## src/rtl/nvram_pkg.sv

```systemverilog
// rtl/nvram_pkg.sv - shared state encoding and default widths for the NVRAM shadow block
package nvram_pkg;
   localparam int DEF_DATA_W = 4;
   localparam int DEF_ADDR_W = 8;

   typedef enum logic [1:0] {
      IDLE   = 2'd0,
      STORE  = 2'd1,
      RECALL = 2'd2
   } nvram_state_t;
endpackage

```

## src/rtl/nvram_array.sv

```systemverilog
// rtl/nvram_array.sv - single-port word array, synchronous write, asynchronous read
module nvram_array
   import nvram_pkg::*;
#(
   parameter int DATA_W = DEF_DATA_W,
   parameter int ADDR_W = DEF_ADDR_W
) (
   input  logic              clk,
   input  logic              we,
   input  logic [ADDR_W-1:0] addr,
   input  logic [DATA_W-1:0] wdata,
   output logic [DATA_W-1:0] rdata
);
   logic [DATA_W-1:0] mem [2**ADDR_W];

   // No reset: contents must survive reset.
   always_ff @(posedge clk) begin
      if (we) begin
         mem[addr] <= wdata;
      end
   end

   assign rdata = mem[addr];
endmodule

```

## src/rtl/nvram_shadow.sv

```systemverilog
// rtl/nvram_shadow.sv - working RAM with shadow store, edge-triggered store/recall copy engine
// Optional power-up recall after reset: define NVRAM_AUTO_RECALL_EN.
module nvram_shadow
   import nvram_pkg::*;
#(
   parameter int DATA_W = DEF_DATA_W,
   parameter int ADDR_W = DEF_ADDR_W
) (
   input  logic              clk,
   input  logic              reset,
   input  logic [ADDR_W-1:0] a,
   input  logic [DATA_W-1:0] i,
   output logic [DATA_W-1:0] o,
   input  logic              ce_n,
   input  logic              rw_n,
   input  logic              recall_n,
   input  logic              store_n,
   output logic              busy,
   output logic              done
);
   localparam logic [ADDR_W-1:0] CNT_LAST = '1;

   nvram_state_t      state, state_nxt;
   logic [ADDR_W-1:0] cnt;
   logic              store_q, recall_q;
   logic              store_edge, recall_edge, cnt_last, auto_req;
   logic              is_idle;

   logic              ram_we, sh_we;
   logic [ADDR_W-1:0] ram_addr;
   logic [DATA_W-1:0] ram_wdata, ram_rdata, sh_rdata;

   assign is_idle     = (state == IDLE);
   assign store_edge  = store_q & ~store_n;
   assign recall_edge = recall_q & ~recall_n;
   assign cnt_last    = (cnt == CNT_LAST);
   assign busy        = ~is_idle;

`ifdef NVRAM_AUTO_RECALL_EN
   logic auto_pend;

   // Armed by reset, consumed by the first idle cycle afterwards.
   always_ff @(posedge clk) begin
      if (reset) begin
         auto_pend <= 1'b1;
      end else if (is_idle) begin
         auto_pend <= 1'b0;
      end
   end

   assign auto_req = auto_pend;
`else
   assign auto_req = 1'b0;
`endif

   always_comb begin
      state_nxt = state;
      case (state)
         IDLE: begin
            if (recall_edge || auto_req) begin
               state_nxt = RECALL;
            end else if (store_edge) begin
               state_nxt = STORE;
            end
         end
         STORE, RECALL: begin
            if (cnt_last) begin
               state_nxt = IDLE;
            end
         end
         default: state_nxt = IDLE;
      endcase
   end

   always_ff @(posedge clk) begin
      if (reset) begin
         state    <= IDLE;
         cnt      <= '0;
         store_q  <= 1'b1;
         recall_q <= 1'b1;
         done     <= 1'b0;
         o        <= '0;
      end else begin
         state    <= state_nxt;
         store_q  <= store_n;
         recall_q <= recall_n;
         done     <= ~is_idle & cnt_last;
         // Counter idles at zero and wraps to zero after the last word.
         cnt      <= is_idle ? '0 : cnt + ADDR_W'(1);
         if (is_idle) begin
            o <= ram_rdata;
         end
      end
   end

   // Writes are gated by reset so an abort leaves the in-flight word untouched.
   assign ram_addr  = is_idle ? a : cnt;
   assign ram_wdata = is_idle ? i : sh_rdata;
   assign ram_we    = ~reset & (is_idle ? (~ce_n & ~rw_n) : (state == RECALL));
   assign sh_we     = ~reset & (state == STORE);

   nvram_array #(.DATA_W(DATA_W), .ADDR_W(ADDR_W)) u_ram (
      .clk   (clk),
      .we    (ram_we),
      .addr  (ram_addr),
      .wdata (ram_wdata),
      .rdata (ram_rdata)
   );

   nvram_array #(.DATA_W(DATA_W), .ADDR_W(ADDR_W)) u_shadow (
      .clk   (clk),
      .we    (sh_we),
      .addr  (cnt),
      .wdata (ram_rdata),
      .rdata (sh_rdata)
   );
endmodule

```

## config.mk

```make
export PLATFORM = sky130hd
export DESIGN_NAME = nvram_shadow
export DESIGN_NICKNAME = d
export VERILOG_FILES = /design/src/rtl/nvram_pkg.sv /design/src/rtl/nvram_array.sv /design/src/rtl/nvram_shadow.sv
export SDC_FILE = /design/constraint.sdc
export NUM_CORES = 2
export LEC_CHECK = 0
export BUFFER_PORTS_ARGS = -buffer_cell sky130_fd_sc_hd__clkbuf_2
export CAP_MARGIN = 5
export CORE_MARGIN = 3
export CORE_UTILIZATION = 34
export CTS_CLUSTER_SIZE = 10
export DETAILED_ROUTE_END_ITERATION = 10
export GPL_TIMING_DRIVEN = 0
export MAX_ROUTING_LAYER = met4
export PLACE_DENSITY = 0.49
export SYNTH_ARGS = -nofsm -noshare
export SYNTH_HDL_FRONTEND = slang
export SYNTH_SLANG_ARGS = --single-unit
```

## constraint.sdc

```tcl
create_clock -name clk -period 19.2 [get_ports clk]
set_clock_uncertainty 0.05 [all_clocks]
set_input_delay 3.84 -clock clk [delete_from_list [all_inputs] [get_ports clk]]
set_output_delay 3.84 -clock clk [all_outputs]
set_load 0.02 [all_outputs]
```

Word level (Yosys, flattened, before mapping)
Memory sizes are Yosys's and may differ from the RTL's. A register that Yosys moved wholly into a read port is not among the register bits.
Index checks and enable logic that the tools add are counted.
W data, S select, Z words.
{ "totals": {"regBits": 17, "ramBits": 2048, "in_bits": 18, "output_inout_bits": 6, "elab_cells": 42, "mem_count": 2} }
{ "mem_list": {"columns": ["memory", "depth", "width", "rd", "rd_clocked_by_memory_dff", "write_ports", "line_no", "text"], "rows": [
  ["u_ram.mem", 256, 4, 1, 0, 1, "nvram_array.sv:14", "logic [DATA_W-1:0] mem [2**ADDR_W];"],
  ["u_shadow.mem", 256, 4, 1, 1, 1, "nvram_array.sv:14", null]
]} }
{ "op_classes": {"addsub": 1, "eq_ne": 5, "n_mux": 12, "n_bitwise": 12, "reduce_logical": 4} }
{ "ops": {"columns": ["op", "n"], "rows": [
  ["$mux W8", 2],
  ["$add A8 B1 Y8 const B", 1],
  ["$eq A8 B8 Y1 const B", 1],
  ["$and A1 B1 Y1", 6],
  ["$mux W2", 3],
  ["$not A1 Y1", 6],
  ["$mux W1", 5],
  ["$mux W4", 1],
  ["$pmux W2 S2", 1],
  ["$reduce_or A2 Y1", 2],
  ["$ne A3 B3 Y1 const B", 1],
  ["$eq A2 B1 Y1 const B", 1],
  ["$eq A2 B2 Y1 const B", 1],
  ["$logic_not A2 Y1", 1],
  ["$ne A2 B2 Y1 const B", 1],
  ["$reduce_and A2 Y1", 1]
]} }

Longest topological paths before layout
{ "depth": {"word_depth": 6, "mapped_depth": 14, "depth_no_buf": 9} }

By module
A second synthesis with hierarchy kept.
{ "hier_totals": {"cells_unflattened": 3998, "hier_area_um2": 80712.4} }
{ "by_module_without_submodules": {"columns": ["mod", "instances", "cells_per_inst", "area_per_inst_um2", "seq_area_each_um2"], "rows": [
  ["nvram_array", 2, 1956, 39922.0, 30749.5],
  ["nvram_shadow", 1, 86, 868.3, 340.3]
]} }

Worst setup path before layout
No wires, ideal clock.
{ "synth_timing": {"kind": "in2reg", "start": "in i[3]", "end": "mem u_ram.mem[0][3] (netlist name), data pin", "setup_ps": 2187, "arrival_ps": 13818, "required_ps": 16963, "path_slack_ps": 3145, "cell_stages": 2, "path_buffers": 0, "path_cell_list": "nor2_1 -> o21ai_0"} }
{ "synth_between": {"elab_chain_cells": 1} }
{ "synth_lines": {"columns": ["element", "line_no", "text"], "rows": [
  ["start: declaration", "nvram_shadow.sv:12", "input logic [DATA_W-1:0] i,"],
  ["$mux W4", "nvram_shadow.sv:98", "assign ram_wdata = is_idle ? i : sh_rdata;"],
  ["net ram_wdata[3]", "nvram_shadow.sv:31", "logic [DATA_W-1:0] ram_wdata, ram_rdata, sh_rdata;"],
  ["end: declaration", "nvram_array.sv:14", null]
]} }
The timed path passes the listed nets, and every way through them passes these cells.

Final worst setup path
{ "layout_timing": {"start": "in a[1]", "end": "mem u_shadow.mem[111][3] (netlist name), data pin"} }
{ "layout_between": {"elab_chain_cells": 2} }
{ "layout_lines": {"columns": ["element", "line_no", "text"], "rows": [
  ["start: declaration", "nvram_shadow.sv:11", "input logic [ADDR_W-1:0] a,"],
  ["$mux W8", "nvram_shadow.sv:97", "assign ram_addr = is_idle ? a : cnt;"],
  ["$mem_v2 Z256 W4", null, null],
  ["net ram_rdata[3]", "nvram_shadow.sv:31", null],
  ["end: declaration", "nvram_array.sv:14", null]
]} }
The timed path passes the listed nets, and every way through them passes these cells.

==> impl_results.md <==
- Total number of placement rows: 180
- Top cell type by total area after synthesis: edfxtp_1
- Portion of the post-synthesis area used by sequential elements: 0.750
- Leading cell types by total area after synthesis: edfxtp_1 75%, mux4_2 10%, o21ai_0 3.2%
- Nets: 5042
- Number of antenna-violating nets in the routed design: 0
- Post-CTS Setup Repair Bufs: 0
- Slowest-stage cell, CP: nor4_1
- Number of remaining DRC errors: 0
- Post-synthesis cell area: 82400 um^2
- Number of sinks handled by clock tree synthesis: 2065
- Area growth, synth to finish: 14.8%
- Period utilization: 0.485
- Most common cell on crit path: clkbuf_1
- Kind of start point of the critical path: primary input
- Synth top cells by count: 2048 x edfxtp_1, 534 x nor2_1, 525 x o21ai_0
- Die area: 248000 um^2
- TritonCTS clock tree: built
- Power Density: 120 nW/um^2
- Worst Hold Class: flip-flop to flip-flop
- Clock root buffer master: clkbuf_16
- Hold buffer count at cts: 0
- Max-Slew Margin vs Limit: 0.0208
- Critical path arrival: 9.85 ns
- Starting utilization of the core area: 0.342
- Final routed wirelength across all metal layers: 291000 um
- Async set-reset flop share out of synthesis: 0
- Max Clock Freq: 0.107 GHz
- Final critical delay including setup and external delays: 9.32 ns
- Average wire per standard cell: 35.0 um
- Via density per instance: 5.91
- Cells along the critical path: clkbuf_2, and3_1, clkbuf_1, clkbuf_1, clkbuf_1, o21ai_0, nand4_1, a32oi_1, nand4_1, nor4_1, nand2_4, buf_16, buf_16
- Via count: 49100
- Filler Cell Count: 22000
- Number of enable-type register cells in the synthesized netlist: 2048
- Worst slew pin tran: 1.47 ns
- Maximum ir drop on the vdd rail: 0.113 mV
- Clk_lat worst skew: 0.93 ns
- Number of instances in the synthesized netlist: 4700
- Crit Path Category: primary input to flip-flop
- Req. time, crit path: 19.73 ns
- TritonCTS Buffers: 232
- Starting DRC count in detailed routing: 6899
- Routability congestion estimate from global placement: 0.970
- Layout cell share with drive strength beyond 1: 0.165
- Total setup violations reported at the end of the flow: 0
- Leak: 27.8 nW
- Max-slew violation count: 0
- Half-perimeter wire length after detailed placement: 199000 um
- Outcome: finished, final reports clean
- Maximum root-to-sink buffer count: 3
- Total gr overflow: 0
- Fin. Hold Viols: 0
- Mean area per synthesized cell: 17.5 um^2
- FF+latch count, synth: 2065
- Wire length of the first global-routing pass: 398000 um
- Multi-input gate area in the final layout: 19100 um^2
- Number of distinct library cell variants in the gate-level netlist after synthesis: 67
- FF+latch area: 61800 um^2
- Via count of the first global-routing pass: 48300
- Longest individual stage delay on the worst path: 1.21 ns
- Crit-path max FO: 92
- Antenna violations before repair: 10
- Leading register cell type out of synthesis: edfxtp_1
- Floorplan die width: 498 um
- Core footprint: 241000 um^2
- IO Port Bufs: 23
- Resized cells post-CTS: 0
- Post-Syn Nets: 4725
- Most used standard cell by instance count after synthesis: edfxtp_1
- Final standard cell utilization of the core: 0.393
- Unrepaired setup endpoints after global routing: false
- Count of warnings emitted by yosys: 0
- Maximum number of pins on one net before global-route repair: 93
- Count of maximum capacitance violations: 0
- PnR Total Power: 11.4 mW
- Share of the synthesized area in the top cell type: 0.746
- Global-route total usage across every layer: 0.236
- First-pass DRT Iterations: 6
- Number of H-tree branching levels: 4
- Kind of end point of the critical path: flip-flop
- I/O Pins: 24
- Height of the chip: 498 um
- Clock slew at reported path FFs: 0.06 ns
-- sequential cells by signal (all words and copies together) (netlist names) --
signal and flops:
u_ram.mem 1024, u_shadow.mem 1024, cnt 8, o 4
state 2, done 1, recall_q 1, store_q 1
-- layout make-up --
class,count,share of cell area
flip-flops and latches,2065,0.653
multi-input cells,2265,0.202
clock buffers,303,0.0645
well taps,3185,0.0421
plain buffers,358,0.0166
repair buffers,83,0.0156
clock inverters,30,0.00545
inverters,12,0.000476
diodes,8,0.000211
-- through the flow --
stage               area [um^2]  instances  setup slack (ns)   TNS, ns  hold WS, ns
floorplan                 82400       4700              3.14         0        0.443
global placement          86500       7908            -10.48  -7592.73        0.468
detailed placement        88000       7968              9.31         0        0.481
CTS                       94700       8301             10.29         0        0.498
global route              94700       8306              9.90         0        0.525
finish                    94700       8309              9.88         0        0.491
-- critical path, delay by kind of cell --
family                 cells  cell delay [ns]
AO/OA/AOI/OAI              2             0.75
AND/OR/NAND/NOR            5             2.91
buffers and inverters      6             2.09
-- logic make-up after synthesis --
logic type | after synthesis | share of synthesized area
buffers and inverters | 370 | 0.0192
DFF | 2065 | 0.750
xor gates and xnor gates | 5 | 0.000531
adders and majority gates | 7 | 0.00106
AOI/OAI and AO/OA | 988 | 0.0772
and+or+nand+nor | 876 | 0.0478
muxes | 389 | 0.104
-- final timing paths --
path | start | endpoint | slack [ns] | depth (start not counted)
hold reg to reg | state[0]$_SDFFE_PP0P_ | state[0]$_SDFFE_PP0P_ | 0.49 | 2
hold / removal | state[0]$_SDFFE_PP0P_ | state[0]$_SDFFE_PP0P_ | 0.49 | 2
setup / recovery | a[1] | u_shadow.mem[111][3]$_DFFE_PP_ | 9.88 | 13
setup reg to reg | state[1]$_SDFFE_PP0P_ | u_shadow.mem[111][3]$_DFFE_PP_ | 11.73 | 16
-- routing by layer --
metal,global-route usage,share of wire,vias up
met3,0.0437,0.089,527
li1,-,-,19700
met5,-,0,-
met2,0.358,0.46,2764
met4,0.0878,0.042,0
met1,0.319,0.41,26100
-- report_power, final --
part	total, mW	internal [mW]	switching (mW)
Combinational	1.81	0.484	1.33
Clock	4.03	2.23	1.80
Sequential	5.56	5.55	0.00991
Total	11.4	8.27	3.14
-- layout by cell type (no fill, tap or decap), drive strengths merged, types with 14 or more instances in the layout --
cell,instances
o21ai,528
nor2b,19
a22oi,90
buf,157
nor2,534
o41ai,28
nand2,84
a21boi,20
o21a,60
clkinv,23
nand4,59
a21oi,31
nand3b,15
dfxtp,17
nand3,68
inv,17
a22o,53
and3,18
clkbuf,587
mux2i,14
nor3,14
mux4,374
a41oi,75
edfxtp,2048
Note: power is estimated with default switching activity, not from simulation.
